**config.mk**
```make
export PLATFORM = sky130hd
export DESIGN_NAME = sdram_req_watchdog
export DESIGN_NICKNAME = d
export VERILOG_FILES = /design/src/rtl/sdram_req_watchdog.sv
export SDC_FILE = /design/constraint.sdc
export NUM_CORES = 1
export LEC_CHECK = 0
export ABC_CLOCK_PERIOD_IN_PS = 2000
export BUFFER_PORTS_ARGS = -buffer_cell sky130_fd_sc_hd__buf_4
export CAP_MARGIN = 30
export CORE_MARGIN = 2
export CORE_UTILIZATION = 51
export DETAILED_ROUTE_END_ITERATION = 8
export PLACE_DENSITY = 0.72
export SYNTH_ARGS = -nofsm -noshare
export SYNTH_HDL_FRONTEND = slang
export SYNTH_SLANG_ARGS = --single-unit
```
**constraint.sdc**
```tcl
create_clock -name i_clk -period 2 [get_ports i_clk]
set_input_delay 0.2 -clock i_clk [delete_from_list [all_inputs] [get_ports i_clk]]
set_output_delay 0.2 -clock i_clk [all_outputs]
set_load 0.1 [all_outputs]
```
**src/rtl/sdram_req_watchdog.sv**
```systemverilog
// Reloadable down-counter that bounds how long the checker waits on the
// controller. The reload pulse arrives one cycle after the state change it
// times, so the load value absorbs that cycle plus the owner's sampling
// edge: the owner sees o_expired on the edge TIMEOUT cycles after the change.
module sdram_req_watchdog #(
    parameter int TIMEOUT = 4096
) (
    input  logic i_clk,
    input  logic i_rst_n,
    input  logic i_reload,
    input  logic i_enable,
    output logic o_expired
);

    localparam int              CW   = (TIMEOUT > 2) ? $clog2(TIMEOUT) : 1;
    localparam logic [CW-1:0]   LOAD = CW'(TIMEOUT - 2);

    logic [CW-1:0] r_cnt;

    // Count down while the owner is waiting; restart on every reload.
    always_ff @(posedge i_clk or negedge i_rst_n) begin
        if (!i_rst_n) begin
            r_cnt <= LOAD;
        end else if (i_reload) begin
            r_cnt <= LOAD;
        end else if (i_enable && (r_cnt != '0)) begin
            r_cnt <= r_cnt - CW'(1);
        end
    end

    // A pending reload means the count is stale, so it cannot expire yet.
    assign o_expired = i_enable && !i_reload && (r_cnt == '0);

endmodule

```
==> run summary, run 1 <==
I/O Buffers = 4
startpoint types = register
area delta synth->final = 32.8%
critical path peak fanout = 5
Leak = 0.358 nW
Post-Syn Area = 733 um2
die extent in x = 41.9 um
Psw = 0.126 mW
share of power burned in registers = 48.7%
CTS sink cnt = 12
Reg clk slew, reported paths = 0.07 ns
Distinct cells, synth = 29
critical path class = register to output port
Cells after Synth = 76
DP Area = 832 um2
Fin. Hold Viols = 0
status = finished with violations
Max VDD drop = 0.492 mV
Nets = 103
hpwl dp = 1020 um
Post-Syn Nets = 82
Critical Path RT = 1.80 ns
Tcrit/Tclk final = 106%
WP data arrival = 1.91 ns
core area = 1320 um2
Max-Cap Viols = 0
Clock Latency Late Sink = 0.28 ns
Hold Slack = 0.215 ns
clk_skew = 0.00930 ns
failing checks = negative setup slack
Biggest register = r_cnt
Seq cells post-synth = 12
Avg WL per Cell = 14.8 um
Clock Path Buffers = 2
initial antenna violation count = 0
TritonCTS clock tree = done
Cell Rows = 13
Via Count = 646
Period minus WS final = 2.11 ns
total power = 0.530 mW
most frequent cells in the layout = buf_4 (17), nor2_1 (11), dfstp_2 (11)
Ys Warns = 0
first-pass GRT wire length = 2640 um
largest registers = r_cnt: 12 flops
global placement routability congestion = 0.792
Setup crit end kind = output port
CP Cell Sequence = inv_2 > ha_4 > or4b_4 > nor2_4 > and4b_4 > buf_12
Slew HR = 70.6%
Tot GR Track Use = 20.0%
ant diodes = 0
vias in the first global route = 608
DR iter-0 viols = 7
Fill cells = 89
register area share after synthesis = 42.8%
Worst-Margin Slew = 0.437 ns
combinational power share = 14.1%
grt ovf = 0
count of final setup violators = 3
layout cells sized above 1 = 45.8%
slowest stage delay, CP = 0.50 ns
Min-Delay Path Class = primary input to register
worst hold path cell count = 2
post-route setup slack = -0.114 ns
Die Span Y = 41.9 um
post-route ant nets = 0
starting density of the core = 55.7%
Max Freq = 473 MHz
Clock power frac = 37.2%
Max H-tree Level = 1
syn_area_per_cell = 9.65 um2
I/O pin cnt = 5
Via density = 5.82
pin count of the biggest net entering global routing = 18
critical path's slowest cell = or4b_4
commonest non-fill, non-tap cell in the layout = buf_4
total detailed-routing wirelength = 1650 um
TritonRoute pass-1 iters = 6
switching share of total power = 23.8%
worst-case reg-to-reg path depth = 6
number of flip-flops in the largest register = 12
CTS Buf Count = 3
r2r setup slk = -0.05 ns
RSZ-0062 raised after global routing = true
Post-Layout Inst Area = 973 um2
pre-CTS setup slack = -0.0300 ns
final core occ = 73.9%
internal power = 0.404 mW
Final Max Slew Viols = 0
DRC Markers = 0
Root Driver = clkbuf_4
pwr/cell area = 545 nW/um2
die area = 1760 um2
## power groups by stage
stage               Combinational, mW  Clock, mW  Sequential, mW
global placement               0.0554          0           0.260
detailed placement             0.0561          0           0.260
global route                   0.0843      0.212           0.259
finish                         0.0747      0.197           0.259
floorplan                      0.0280          0           0.259
CTS                            0.0757      0.199           0.257
## cell families (layout without fill, tap and decap cells)
kind of cell | count (synthesis) | in the layout | synth area share [%]
and+or+nand+nor | 37 | 37 | 28.0
AOI/OAI and AO/OA | 14 | 14 | 16.6
muxes | 3 | 3 | 4.10
buffers and inverters | 7 | 27 | 3.92
xor gates and xnor gates | 1 | 1 | 1.19
DFF | 12 | 12 | 42.8
adders and majority gates | 2 | 2 | 3.41
## cell type report
cell class | instances | area [um2] | share of cell area [%]
sequential | 12 | 314 | 32.3
clock buffer | 4 | 36.3 | 3.73
tap | 15 | 18.8 | 1.93
multi-input combinational | 57 | 432 | 44.3
inverter | 4 | 15.0 | 1.54
timing repair buffer | 19 | 158 | 16.2
## repair_timing
item | CTS | global route
endpoints found under the hold margin | 12 | 0
hold buffers | 1 | 0
resized for setup | 11 | 2
setup endpoints to repair | 2 | 13
setup buffers | 6 | 2
pin swaps | 2 | 4
## Yosys cell counts (all sizes together)
cell	instances	area share (%)
a211o	4	4.8
a211oi	1	1.0
a21oi	3	2.0
and4b	1	1.4
buf	2	1.4
clkbuf	1	0.51
dfrtp	1	3.4
dfstp	11	39
ha	2	3.4
inv	4	2.0
mux2i	3	4.1
nand2	1	0.51
nand3	2	1.4
nand3b	1	1.0
nand4	1	0.85
nor2	12	6.1
nor2b	3	2.6
nor3	4	2.7
nor3b	1	1.0
nor4	3	2.6
o21ai	2	1.4
o31a	3	3.6
o41ai	1	3.8
or2	1	0.85
or3	4	3.4
or3b	1	1.2
or4	1	1.0
or4b	1	1.4
xnor2	1	1.2
## per-layer routing
layer	wire length (um)	track usage, %	vias to the layer above
li1	-	-	320
met1	766	25.2	317
met2	836	33.4	7
met3	26	3.04	2
met4	17	9.03	0
met5	0	0	-
## stage by stage
stage               std cells  TNS, ns
global placement          100        0
global route              111   -0.535
floorplan                  76  -0.0365
finish                    111   -0.174
detailed placement        100  -0.0370
CTS                       111   -0.141
## critical path: cells and delay by family (launching register included)
kind | cells | cell delay (ns)
adder cells (fa/ha/maj) | 1 | 0.11
flip-flops | 1 | 0.40
AND/OR/NAND/NOR | 3 | 0.86
buffers and inverters | 2 | 0.26
## final timing paths
| check | start | end |
|---|---|---|
| hold / removal | i_reload | r_cnt[0] |
| max in group asynchronous | i_rst_n | r_cnt[6] |
| setup / recovery | r_cnt[0] | o_expired |
| hold reg to reg | r_cnt[11] | r_cnt[11] |
| setup reg to reg | r_cnt[0] | r_cnt[6] |
| min in group asynchronous | i_rst_n | r_cnt[0] |
Power figures use the tool's default switching activity.
==> run 2: changes to the inputs <==
CORE_UTILIZATION = 54   (was 51)
CTS_BUF_LIST = sky130_fd_sc_hd__clkbuf_2   (was default)
MAX_ROUTING_LAYER = met4   (was default)
PLACE_DENSITY = 0.75   (was 0.72)
==> run 2 against run 1 <==
Compared with the run above: the run still ends with negative setup slack left; via count decreased by 2.8%; highest routed layer unchanged; wire length is 2.2% higher; register-to-register slack improved by 0.03 ns; sequential share of layout area rose by 1.7 points; utilization down 2.0 points; worst setup slack improved by 0.0021 ns; design area fell by 5.1%; critical path type unchanged; total power decreased by 12%; hold slack worse by 0.023 ns.
==> run summary, run 2 (synthesized netlist as in run 1, its figures left out) <==
status = finished with violations
failing checks = negative setup slack
Slew HR = 71.6%
Reg clk slew, reported paths = 0.13 ns
commonest non-fill, non-tap cell in the layout = buf_4
final core occ = 71.9%
TritonRoute pass-1 iters = 4
Avg WL per Cell = 15.7 um
Biggest register = r_cnt
final setup TNS = -0.128 ns
RSZ-0062 raised after global routing = true
grt ovf = 0
Layout Cells excl Fill = 107
number of flip-flops in the largest register = 12
Clock Path Buffers = 2
starting density of the core = 57.1%
pwr/cell area = 503 nW/um2
layout cells sized above 1 = 41.3%
initial antenna violation count = 0
first-pass GRT wire length = 2550 um
Min-Delay Path Class = primary input to register
CTS Buf Count = 3
Max VDD drop = 0.545 mV
Critical Path RT = 1.80 ns
Via density = 5.87
Root Driver = clkbuf_2
Die Span Y = 40.9 um
Tcrit/Tclk final = 106%
startpoint types = register
Worst-Margin Slew = 0.423 ns
CTS sink cnt = 12
r2r setup slk = -0.02 ns
post-route setup slack = -0.112 ns
Tot GR Track Use = 25.6%
Hold Slack = 0.191 ns
vias in the first global route = 574
Clock Latency Late Sink = 0.29 ns
DR iter-0 viols = 13
hpwl dp = 1050 um
pre-CTS setup slack = 0.00829 ns
Post-Layout Inst Area = 923 um2
post-route ant nets = 0
Nets = 99
Via Count = 628
I/O Buffers = 4
DP Area = 825 um2
most frequent cells in the layout = buf_4 (13), nor2_1 (11), dfstp_2 (11)
core area = 1280 um2
count of final setup violators = 2
largest registers = r_cnt: 12 flops
critical path peak fanout = 3
Final Max Slew Viols = 0
DRC Markers = 0
pin count of the biggest net entering global routing = 18
Leak = 0.338 nW
critical path class = register to output port
Fill cells = 90
ant diodes = 0
I/O pin cnt = 5
TritonCTS clock tree = done
placed instance count = 99
area delta synth->final = 25.9%
total power = 0.464 mW
die area = 1670 um2
Setup crit end kind = output port
Max H-tree Level = 1
die extent in x = 40.9 um
Cell Rows = 13
WP data arrival = 1.91 ns
Max-Cap Viols = 0
Period minus WS final = 2.11 ns
clk_skew = 0.00227 ns
global placement routability congestion = 0.822
total detailed-routing wirelength = 1680 um
Max Freq = 474 MHz
Fin. Hold Viols = 0
-- run 2: cell count changes in the layout (fill, tap and decap cells not counted), sizes merged --
cell / previous run / this run
clkinv: 0 / 1
clkbuf: 4 / 3
buf: 18 / 14
-- run 2: worst paths after layout --
| path | start | endpoint | cells after the start |
|---|---|---|---|
| max in group asynchronous | i_rst_n | r_cnt[3] | 2 |
| hold reg to reg | r_cnt[11] | r_cnt[11] | 2 |
| min in group asynchronous | i_rst_n | r_cnt[0] | 2 |
| setup / recovery | r_cnt[0] | o_expired | 6 |
| hold / removal | i_reload | r_cnt[0] | 2 |
| setup reg to reg | r_cnt[0] | r_cnt[6] | 7 |
-- run 2: layout make-up --
class | count | area [um2] | area share [%]
inverter | 4 | 15.0 | 1.63
tap | 15 | 18.8 | 2.03
multi-input combinational | 57 | 429 | 46.5
timing repair buffer | 15 | 128 | 13.8
sequential | 12 | 314 | 34.0
clock buffer | 3 | 15.0 | 1.63
clock inverter | 1 | 3.75 | 0.407
-- run 2: routing by layer --
metal / vias up / GRT usage [%] / share of wire [%]
met5: - / - / 0
met4: 0 / 17.5 / 4.2
met3: 6 / 4.89 / 2.3
met2: 11 / 37.5 / 48
met1: 299 / 31.4 / 45
li1: 312 / - / -
-- run 2: power by group --
part,total (mW),switching (mW),internal [mW]
Clock,0.137,0.0937,0.0434
Combinational,0.0689,0.0330,0.0359
Sequential,0.258,0.00558,0.253
-- run 2: timing repair --
item	CTS	global route
resized for setup	10	2
endpoints found under the hold margin	12	0
endpoints found under the setup margin	2	5
setup buffers	2	1
hold buffers	1	0
pin swaps	2	1
-- run 2: worst max-delay path, stage by stage (launching register included) --
cell	delay, ns
dfrtp_1	0.42
inv_2	0.08
ha_4	0.11
or4b_4	0.48
nor2_4	0.10
and4b_4	0.25
buf_12	0.17
==> run 3: changes to the inputs <==
PLACE_DENSITY = 0.84   (was 0.75)
==> run 3 against run 2 <==
Compared with the run above: clock power fell by 3%; hold slack better by 0.019 ns; highest routed layer unchanged; largest cell class unchanged; final cell count up 3.7%; the flow still finishes with violations (negative setup slack); sequential power about the same; wire length is 13% higher; sequential cell count stayed put; via count up 15%.
==> run summary, run 3 (synthesized netlist as in run 1, its figures left out) <==
total power = 0.464 mW
Final Max Slew Viols = 0
Period minus WS final = 2.12 ns
Tcrit/Tclk final = 106%
core area = 1280 um2
switching share of total power = 25.8%
Leak = 0.381 nW
storage element area = 314 um2
total detailed-routing wirelength = 1910 um
Root Driver = clkbuf_2
CTS Buf Count = 3
ant diodes = 0
Layout Cells excl Fill = 111
worst-case reg-to-reg path depth = 7
hpwl dp = 1230 um
share of power burned in registers = 55.6%
largest registers = r_cnt: 12 flops
Clock Latency Late Sink = 0.27 ns
WP data arrival = 1.92 ns
clk_skew = 0.0175 ns
grt ovf = 0
Crit. path cell count = 6
Fill cells = 78
critical path class = register to output port
initial antenna violation count = 0
Via Count = 722
DRC Markers = 0
Clock power frac = 28.7%
Max H-tree Level = 1
Hold Slack = 0.211 ns
Setup crit end kind = output port
Max Freq = 471 MHz
failing checks = negative setup slack
critical path peak fanout = 3
Avg WL per Cell = 17.2 um
Fin. Hold Viols = 0
most frequent cells in the layout = buf_4 (15), nor2_1 (11), dfstp_2 (11)
TritonRoute pass-1 iters = 4
worst hold path cell count = 2
TritonCTS clock tree = done
vias in the first global route = 636
Reg clk slew, reported paths = 0.13 ns
die extent in x = 40.9 um
post-route setup slack = -0.124 ns
pwr/cell area = 473 nW/um2
Via density = 6.50
starting density of the core = 57.1%
DR iter-0 viols = 32
pre-CTS setup slack = -0.0274 ns
Slew HR = 78.5%
I/O Buffers = 4
area of the multi-input gates = 439 um2
RSZ-0062 raised after global routing = true
critical path's slowest cell = or4b_4
layout cells sized above 1 = 44.8%
global placement routability congestion = 0.757
post-route ant nets = 0
internal power = 0.344 mW
first-pass GRT wire length = 2810 um
status = finished with violations
critical path's top delay family = simple AND/OR/NAND/NOR gates
CP Cell Sequence = inv_2 > ha_4 > or4b_4 > nor2_4 > and4b_4 > buf_12
pin count of the biggest net entering global routing = 18
Psw = 0.120 mW
Critical path buffers and inverters = 2
Cell Rows = 13
Worst-Margin Slew = 0.320 ns
slowest stage delay, CP = 0.50 ns
I/O pin cnt = 5
Nets = 103
Min-Delay Path Class = primary input to register
Die Span Y = 40.9 um
die area = 1670 um2
Biggest register = r_cnt
Critical Path RT = 1.80 ns
Tot GR Track Use = 27.8%
combinational power share = 15.7%
placed instance count = 101
Max-Cap Viols = 0
CTS sink cnt = 12
startpoint types = register
count of final setup violators = 4
Clock Path Buffers = 2
Max VDD drop = 0.440 mV
commonest non-fill, non-tap cell in the layout = buf_4
area delta synth->final = 33.8%
number of flip-flops in the largest register = 12
-- run 3: cell types whose count changed in the layout (fill, tap and decap cells not counted) --
cell | before | now
buf_12 | 1 | 2
or3_1 | 3 | 4
nor4_1 | 2 | 1
or3_4 | 1 | 0
clkbuf_2 | 3 | 4
clkinv_1 | 1 | 0
buf_6 | 0 | 1
buf_4 | 13 | 15
nor4_4 | 0 | 1
-- run 3: worst paths after layout --
path | endpoint | start | slack, ns
worst min-delay path | r_cnt[0] | i_reload | 0.21
min in group asynchronous | r_cnt[0] | i_rst_n | 0.27
worst max-delay path | o_expired | r_cnt[0] | -0.12
worst max register to register | r_cnt[3] | r_cnt[0] | -0.05
worst min register to register | r_cnt[8] | r_cnt[8] | 0.56
max in group asynchronous | r_cnt[6] | i_rst_n | 1.48
-- run 3: power by group through the flow --
stage | Sequential, mW | Clock (mW) | Combinational, mW
2_1_floorplan | 0.259 | 0 | 0.0280
3_3_place_gp | 0.260 | 0 | 0.0548
3_5_place_dp | 0.260 | 0 | 0.0574
4_1_cts | 0.258 | 0.136 | 0.0667
5_1_grt | 0.259 | 0.147 | 0.0817
6_report | 0.258 | 0.133 | 0.0729
-- run 3: cell type report --
cell class | instances | share of cell area, %
Clock buffer | 4 | 2.04
Inverter | 4 | 1.53
Multi-Input combinational cell | 57 | 44.8
Sequential cell | 12 | 32.0
Tap cell | 15 | 1.91
Timing Repair Buffer | 19 | 17.7
-- run 3: routing by layer --
metal  GRT usage (%)  share of wire (%)
met1            32.1                 40
met2            37.1                 48
met3            5.98                7.0
met4            30.8                5.5
met5               -                  0
-- run 3: repair_timing --
item	CTS	global route
hold endpoints to repair	12	0
buffers inserted	2	3
setup endpoints to repair	4	6
hold buffers	1	0
resized for setup	10	4
pin swaps	2	2
-- run 3: metrics by stage --
stage,setup TNS [ns],area [um2],utilization (%)
detailed placement,-0.0418,840,65.3
CTS,-0.174,921,71.7
global route,-0.803,981,76.3
floorplan,-0.0365,737,-
finish,-0.232,981,76.3
global placement,0,840,65.3
-- run 3: worst register-to-register path, stage by stage (launching register included) --
cell and delay, ns:
dfrtp_1 0.40, inv_2 0.08, ha_4 0.12, or4b_4 0.50
buf_4 0.18, o41ai_4 0.25, nor3_1 0.10, or3b_1 0.35
